File: config.mk
export PLATFORM = sky130hd
export DESIGN_NAME = gpio_input_filter
export DESIGN_NICKNAME = d
export VERILOG_FILES = /design/src/rtl/gpio_input_filter_pkg.sv /design/src/rtl/gpio_input_channel.sv /design/src/rtl/gpio_input_filter.sv
export SDC_FILE = /design/constraint.sdc
export NUM_CORES = 1
export LEC_CHECK = 0
export ABC_AREA = 1
export ABC_CLOCK_PERIOD_IN_PS = 900
export BUFFER_PORTS_ARGS = -buffer_cell sky130_fd_sc_hd__buf_2
export CORE_UTILIZATION = 42
export DETAILED_ROUTE_END_ITERATION = 10
export PLACE_DENSITY = 0.81
export SLEW_MARGIN = 20
export SYNTH_ARGS = -nofsm -noshare
export SYNTH_HDL_FRONTEND = slang
export SYNTH_HIERARCHICAL = 1
export SYNTH_SLANG_ARGS = --single-unit
File: constraint.sdc
create_clock -name clk -period 0.9 [get_ports clk]
set_clock_uncertainty 0.15 [all_clocks]
set_input_delay 0.09 -clock clk [delete_from_list [all_inputs] [get_ports clk]]
set_output_delay 0.09 -clock clk [all_outputs]
set_load 0.05 [all_outputs]
File: src/rtl/gpio_input_filter_pkg.sv
// Shared constants and types for the GPIO input conditioning path.
// Consumed by gpio_input_filter and gpio_input_channel.
package gpio_input_filter_pkg;

  localparam int DEFAULT_IO_COUNT       = 16;
  localparam int DEFAULT_PRESCALE_WIDTH = 8;
  localparam int DEFAULT_DEBOUNCE_WIDTH = 4;

  localparam int SYNC_STAGES = 2;

  // Edge encodings shared with the downstream interrupt controller
  typedef enum logic [1:0] {
    EDGE_NONE = 2'b00,
    EDGE_RISE = 2'b01,
    EDGE_FALL = 2'b10,
    EDGE_BOTH = 2'b11
  } edge_type_e;

  function automatic edge_type_e classify_edge(input logic prev_level, input logic next_level);
    edge_type_e kind;
    case ({prev_level, next_level})
      2'b01:   kind = EDGE_RISE;
      2'b10:   kind = EDGE_FALL;
      default: kind = EDGE_NONE;
    endcase
    return kind;
  endfunction

endpackage

File: src/rtl/gpio_input_channel.sv
// One pin: synchronizer, optional debounce filter, edge detect and sticky pending flag.
// Debounce logic exists only when GPIO_INPUT_FILTER_DEBOUNCE_EN is defined.
module gpio_input_channel
  import gpio_input_filter_pkg::*;
#(
  parameter int DEBOUNCE_WIDTH = DEFAULT_DEBOUNCE_WIDTH
) (
  input  logic                      clk,
  input  logic                      rst,
  input  logic                      pad,
  input  logic                      tick,
  input  logic                      filter_en,
  input  logic [DEBOUNCE_WIDTH-1:0] debounce_count,
  input  logic                      rise_en,
  input  logic                      fall_en,
  input  logic                      clr,
  output logic                      level,
  output logic                      pending
);

  logic [SYNC_STAGES-1:0] sync_q, sync_d;
  logic                   sync_level;
  logic                   level_q, level_d;
  logic                   pending_q, pending_d;
  edge_type_e             edge_kind;
  logic                   rise, fall;

  always_comb begin
    sync_d     = {sync_q[SYNC_STAGES-2:0], pad};
    sync_level = sync_q[SYNC_STAGES-1];
  end

`ifdef GPIO_INPUT_FILTER_DEBOUNCE_EN
  logic [DEBOUNCE_WIDTH-1:0] cnt_q, cnt_d;
  logic [DEBOUNCE_WIDTH:0]   cnt_next;
  logic [DEBOUNCE_WIDTH:0]   threshold;

  // Counter is one bit wider in the compare so it saturates at the threshold instead of wrapping
  always_comb begin
    threshold = (debounce_count == '0) ? (DEBOUNCE_WIDTH+1)'(1) : {1'b0, debounce_count};
    cnt_next  = {1'b0, cnt_q} + (DEBOUNCE_WIDTH+1)'(1);
    level_d   = level_q;
    cnt_d     = cnt_q;
    if (!filter_en) begin
      level_d = sync_level;
      cnt_d   = '0;
    end else if (tick) begin
      if (sync_level == level_q) begin
        cnt_d = '0;
      end else if (cnt_next >= threshold) begin
        level_d = sync_level;
        cnt_d   = '0;
      end else begin
        cnt_d = cnt_next[DEBOUNCE_WIDTH-1:0];
      end
    end
  end

  always_ff @(posedge clk or negedge rst) begin
    if (!rst) begin
      cnt_q <= '0;
    end else begin
      cnt_q <= cnt_d;
    end
  end
`else
  logic unused_cfg;

  always_comb begin
    level_d    = sync_level;
    unused_cfg = ^{tick, filter_en, debounce_count};
  end
`endif

  // A clear and a new edge in the same cycle leave the flag set
  always_comb begin
    edge_kind = classify_edge(level_q, level_d);
    rise      = (edge_kind == EDGE_RISE);
    fall      = (edge_kind == EDGE_FALL);
    pending_d = (pending_q & ~clr) | (rise & rise_en) | (fall & fall_en);
  end

  always_ff @(posedge clk or negedge rst) begin
    if (!rst) begin
      sync_q    <= '0;
      level_q   <= 1'b0;
      pending_q <= 1'b0;
    end else begin
      sync_q    <= sync_d;
      level_q   <= level_d;
      pending_q <= pending_d;
    end
  end

  assign level   = level_q;
  assign pending = pending_q;

endmodule

File: src/rtl/gpio_input_filter.sv
// Pad-to-GPIO input conditioning: per-pin channels, shared sample prescaler, irq reduction.
// Prescaler and debounce are built only when GPIO_INPUT_FILTER_DEBOUNCE_EN is defined.
module gpio_input_filter
  import gpio_input_filter_pkg::*;
#(
  parameter int IO_COUNT       = DEFAULT_IO_COUNT,
  parameter int PRESCALE_WIDTH = DEFAULT_PRESCALE_WIDTH,
  parameter int DEBOUNCE_WIDTH = DEFAULT_DEBOUNCE_WIDTH
) (
  input  logic                      clk,
  input  logic                      rst,
  input  logic [IO_COUNT-1:0]       pad_input,
  input  logic [IO_COUNT-1:0]       filter_enable,
  input  logic [PRESCALE_WIDTH-1:0] prescale,
  input  logic [DEBOUNCE_WIDTH-1:0] debounce_count,
  input  logic [IO_COUNT-1:0]       rise_irq_enable,
  input  logic [IO_COUNT-1:0]       fall_irq_enable,
  input  logic [IO_COUNT-1:0]       irq_clear,
  output logic [IO_COUNT-1:0]       gpio_input,
  output logic [IO_COUNT-1:0]       irq_pending,
  output logic                      irq
);

  logic tick;

`ifdef GPIO_INPUT_FILTER_DEBOUNCE_EN
  logic [PRESCALE_WIDTH-1:0] pcnt_q, pcnt_d;

  // Compare with >= so lowering prescale below the running count ticks immediately
  always_comb begin
    tick   = (pcnt_q >= prescale);
    pcnt_d = tick ? '0 : pcnt_q + 1'b1;
  end

  always_ff @(posedge clk or negedge rst) begin
    if (!rst) begin
      pcnt_q <= '0;
    end else begin
      pcnt_q <= pcnt_d;
    end
  end
`else
  logic unused_prescale;

  always_comb begin
    tick            = 1'b0;
    unused_prescale = ^prescale;
  end
`endif

  for (genvar i = 0; i < IO_COUNT; i++) begin : g_channel
    gpio_input_channel #(
      .DEBOUNCE_WIDTH(DEBOUNCE_WIDTH)
    ) u_channel (
      .clk           (clk),
      .rst           (rst),
      .pad           (pad_input[i]),
      .tick          (tick),
      .filter_en     (filter_enable[i]),
      .debounce_count(debounce_count),
      .rise_en       (rise_irq_enable[i]),
      .fall_en       (fall_irq_enable[i]),
      .clr           (irq_clear[i]),
      .level         (gpio_input[i]),
      .pending       (irq_pending[i])
    );
  end

  assign irq = |irq_pending;

endmodule

# [Yosys cells after proc, flatten, opt, wreduce, memory -nomap -nowiden]
# Cells that the tools add are included.
[totals] input_bits=94 register_bits=64 output_inout_bits=33 wordCells=225
[classes] eq_ne=64 n_bitwise=96 reduce_logical=1 muxes=16
[op_table] operator="equality test 2 x 1 -> 1 bit (second input constant)" n=32
[op_table] operator="equality test 2 bit (second input constant)" n=32
[op_table] operator="one-hot mux 2 bit (2 select lines)" n=16
[op_table] operator="bitwise AND 1 bit" n=48
[op_table] operator="bitwise OR 1 bit" n=32
[op_table] operator="NOT 1 bit" n=16
[op_table] operator="OR reduction 16 bit" n=1

# [Depth between registers and ports, before layout]
[logic_depth] word_depth=6 mapped_depth=4 mapped_depth_nobuf=4

# [Modules after synthesis]
# Netlist, hierarchy kept.
[by_module_without_submodules] module="gpio_input_channel" area_per_inst_um2=130.1 seq_area_each_um2=100.1 n_inst=16 cells_per_inst=11
[by_module_without_submodules] module="gpio_input_filter" area_per_inst_um2=60.1 seq_area_each_um2=0.0 n_inst=1 cells_per_inst=16

# [Worst setup path before layout]
# OpenSTA, ideal clock, no wires.
[synth_path] kind="reg-to-output" startpoint="reg g_channel[3].u_channel.pending_q" endpoint="out irq" setup_slack_ps=-503 t_arrival_ps=1163 stages_incl_launch_ff=5 cell_sequence="dfrtp_1 -> nor2_1 -> nand2_1 -> nor2_1 -> nand2_1"
[synth_between] elab_chain_len=1
[synth_lines] item="from (decl)" line="gpio_input_channel.sv:24" rtl="logic pending_q, pending_d;"
[synth_lines] item="from (signal assigned)" line="gpio_input_channel.sv:91" rtl="pending_q <= pending_d;"
[synth_lines] item="OR reduction 16 bit" line="gpio_input_filter.sv:69" rtl="assign irq = |irq_pending;"
[synth_lines] item="to (decl)" line="gpio_input_filter.sv:21" rtl="output logic irq"
# Every way passes these cells.

# [Worst setup path after layout]
[layout_path] startpoint="reg g_channel[5].u_channel.pending_q" endpoint="out irq"
[layout_between] elab_chain_len=1
[layout_lines] item="from (decl)" line="gpio_input_channel.sv:24"
[layout_lines] item="from (signal assigned)" line="gpio_input_channel.sv:91"
[layout_lines] item="OR reduction 16 bit" line="gpio_input_filter.sv:69"
# Every way passes these cells.

==> out/qor.yml <==
sta:
  hold_viol_final: 0
  whs_ps: 46.7
  period_share_pct: 177
  fin_crit_ps: 1590
  setup_ws_ps: -694
  rsz0062_at_grt: "yes"
  max_freq_mhz: 627
  worstMarginPinSlew_ps: 249
  setup_viol: 49
  finalSetupTns_ps: -11530
  slew-limit-headroom_pct: 83.4
  slew_violations: 0
clock_tree:
  clk_latency_ps: 330
  clock-sinks: 64
  cts.reportedPaths.clkPinSlew_ps: 70
  cts_tree: "yes"
  clockBufferDepth: 2
  cts_buffers: 9
  ctsHtreeMaxLevel: 3
  root_buffer: "clkbuf_8"
worst_setup_path:
  required_ps: 660
  cp_max_fo: 3
  crit_type: "flop to output pin"
  r2r_cells: 4
  critPathArrivalTime_ps: 1350
  startpoint_type: "flop"
  worstSetupEndpointType: "output pin"
die:
  fp.dieH_um: 73.4
  rows: 25
  die_x_um: 73.4
  initial_utilization_pct: 44.4
  ios: 127
  die_area_um2: 5380
  coreArea_um2: 4820
power_and_ir_drop:
  total_power_mw: 7.25
  powerDensity_nw_per_um2: 1590
  internal_power_mw: 5.02
  leakage_nw: 2.31
  max-vdd-ir-drop_v: 0.00111
  switchingPower_mw: 2.24
  p_comb_share_pct: 27.0
  p_clk_share_pct: 27.9
  p_seq_share_pct: 45.1
  switching_share_pct: 30.8
placement:
  portBuffers: 98
  dp_hpwl_um: 3230
  post-place-cells: 370
  place_congestion: 0.699
detailed_routing:
  drt_pre_antenna_iters: 5
  drc: 0
  drtAntennaViolNets: 0
  wl_per_cell_um: 20.7
  drt_wl_total_um: 9750
  drt-vias-per-instance: 4.97
  vias: 2341
  drt-initial-drc-count: 132
global_routing:
  grt_overflow: 0
  grt_pass1_wl_um: 10500
  grt_usage_pct: 27.5
  antenna_found_initial: 0
  grt_pass1_vias: 2321
  grt_max_degree: 33
final_layout:
  layout.cells.non_filler: 471
  drive_gt1_share_pct: 62.1
  diodes: 0
  areaGrowthSynthToFinish_pct: 113
  nFillCells: 140
  finalNetCount: 493
synth:
  synthCells: 191
  netlist_area_um2: 2140
  synthesis.nets: 285
  avgSynthCellArea_um2: 11.2
  ys_warn_count: 6
run_status:
  violations: "negative setup slack"
  status: "finished with violations"
hold_path:
  hold_path_class: "input port to async pin"
flow_run:
  drv_cap: 0
-- stage by stage --
stage / setup WS, ps / utilization [%] / instance area [µm²]
2_1_floorplan: -327 / - / 2180
3_3_place_gp: -318 / 59.9 / 2890
3_5_place_dp: -340 / 59.9 / 2890
4_1_cts: -589 / 88.6 / 4270
5_1_grt: -742 / 94.7 / 4560
6_report: -694 / 94.7 / 4560
-- final cells by class --
class / instances / area [µm²] / area share [%]
timing repair buffer: 197 / 1800 / 39.5
multi-input combinational: 79 / 697 / 15.3
tap: 67 / 83.8 / 1.84
inverter: 48 / 185 / 4.06
sequential: 64 / 1640 / 36.0
clock inverter: 2 / 10.0 / 0.219
clock buffer: 14 / 143 / 3.13
-- worst max-delay path: stages, from the launching register on --
cell,delay (ps)
dfrtp_2,430
nor2_1,160
nand2_1,100
nor2_2,120
nand2_2,60
buf_6,150
-- layout by cell type (no fill, tap or decap), drive strengths merged --
cell type	instances
nor2	10
buf	132
clkbuf	14
nand3	48
dlygate4sd3	65
nand2	21
clkinv	2
inv	48
dfrtp	64
-- worst paths after layout --
check / start / endpoint / slack [ps]
setup / recovery: g_channel[5].u_channel/pending / irq / -690
hold / removal: rst / g_channel[15].u_channel/sync_q[0] / 50
setup reg to reg: g_channel[13].u_channel/pending / g_channel[13].u_channel/pending / -150
hold reg to reg: g_channel[8].u_channel/sync_q[0] / g_channel[8].u_channel/sync_q[1] / 200
max in group asynchronous: rst / g_channel[4].u_channel/pending / 100
min in group clk: g_channel[8].u_channel/sync_q[0] / g_channel[8].u_channel/sync_q[1] / 200
-- flip-flops by register name (all words and copies together), names as in the netlist --
register,count
g_channel.u_channel/sync_q,32
g_channel.u_channel/level,16
g_channel.u_channel/pending,16
-- power groups by stage --
stage / clock (mW) / combinational, mW / sequential (mW)
after global routing: 2.18 / 2.02 / 3.28
final: 2.02 / 1.96 / 3.27
after detailed placement: 0 / 1.05 / 3.25
after floorplan: 0 / 0.153 / 3.67
after global placement: 0 / 1.04 / 3.23
after CTS: 1.98 / 1.65 / 3.22
-- what timing repair did --
item,4_1_cts,5_1_grt
pin swaps,13,30
gates resized for setup,138,77
endpoints found under the setup margin,45,49
buffers inserted,17,22
hold buffers,65,0
endpoints found under the hold margin,96,0
-- metal layers --
metal	part of all wire (%)	vias up	track usage (%)
met4	8.1	0	13.2
met2	54	154	56.7
li1	-	1003	-
met1	32	1114	24.8
met3	5.9	70	5.49
met5	0	-	0
(Power assumes the default switching activity.)
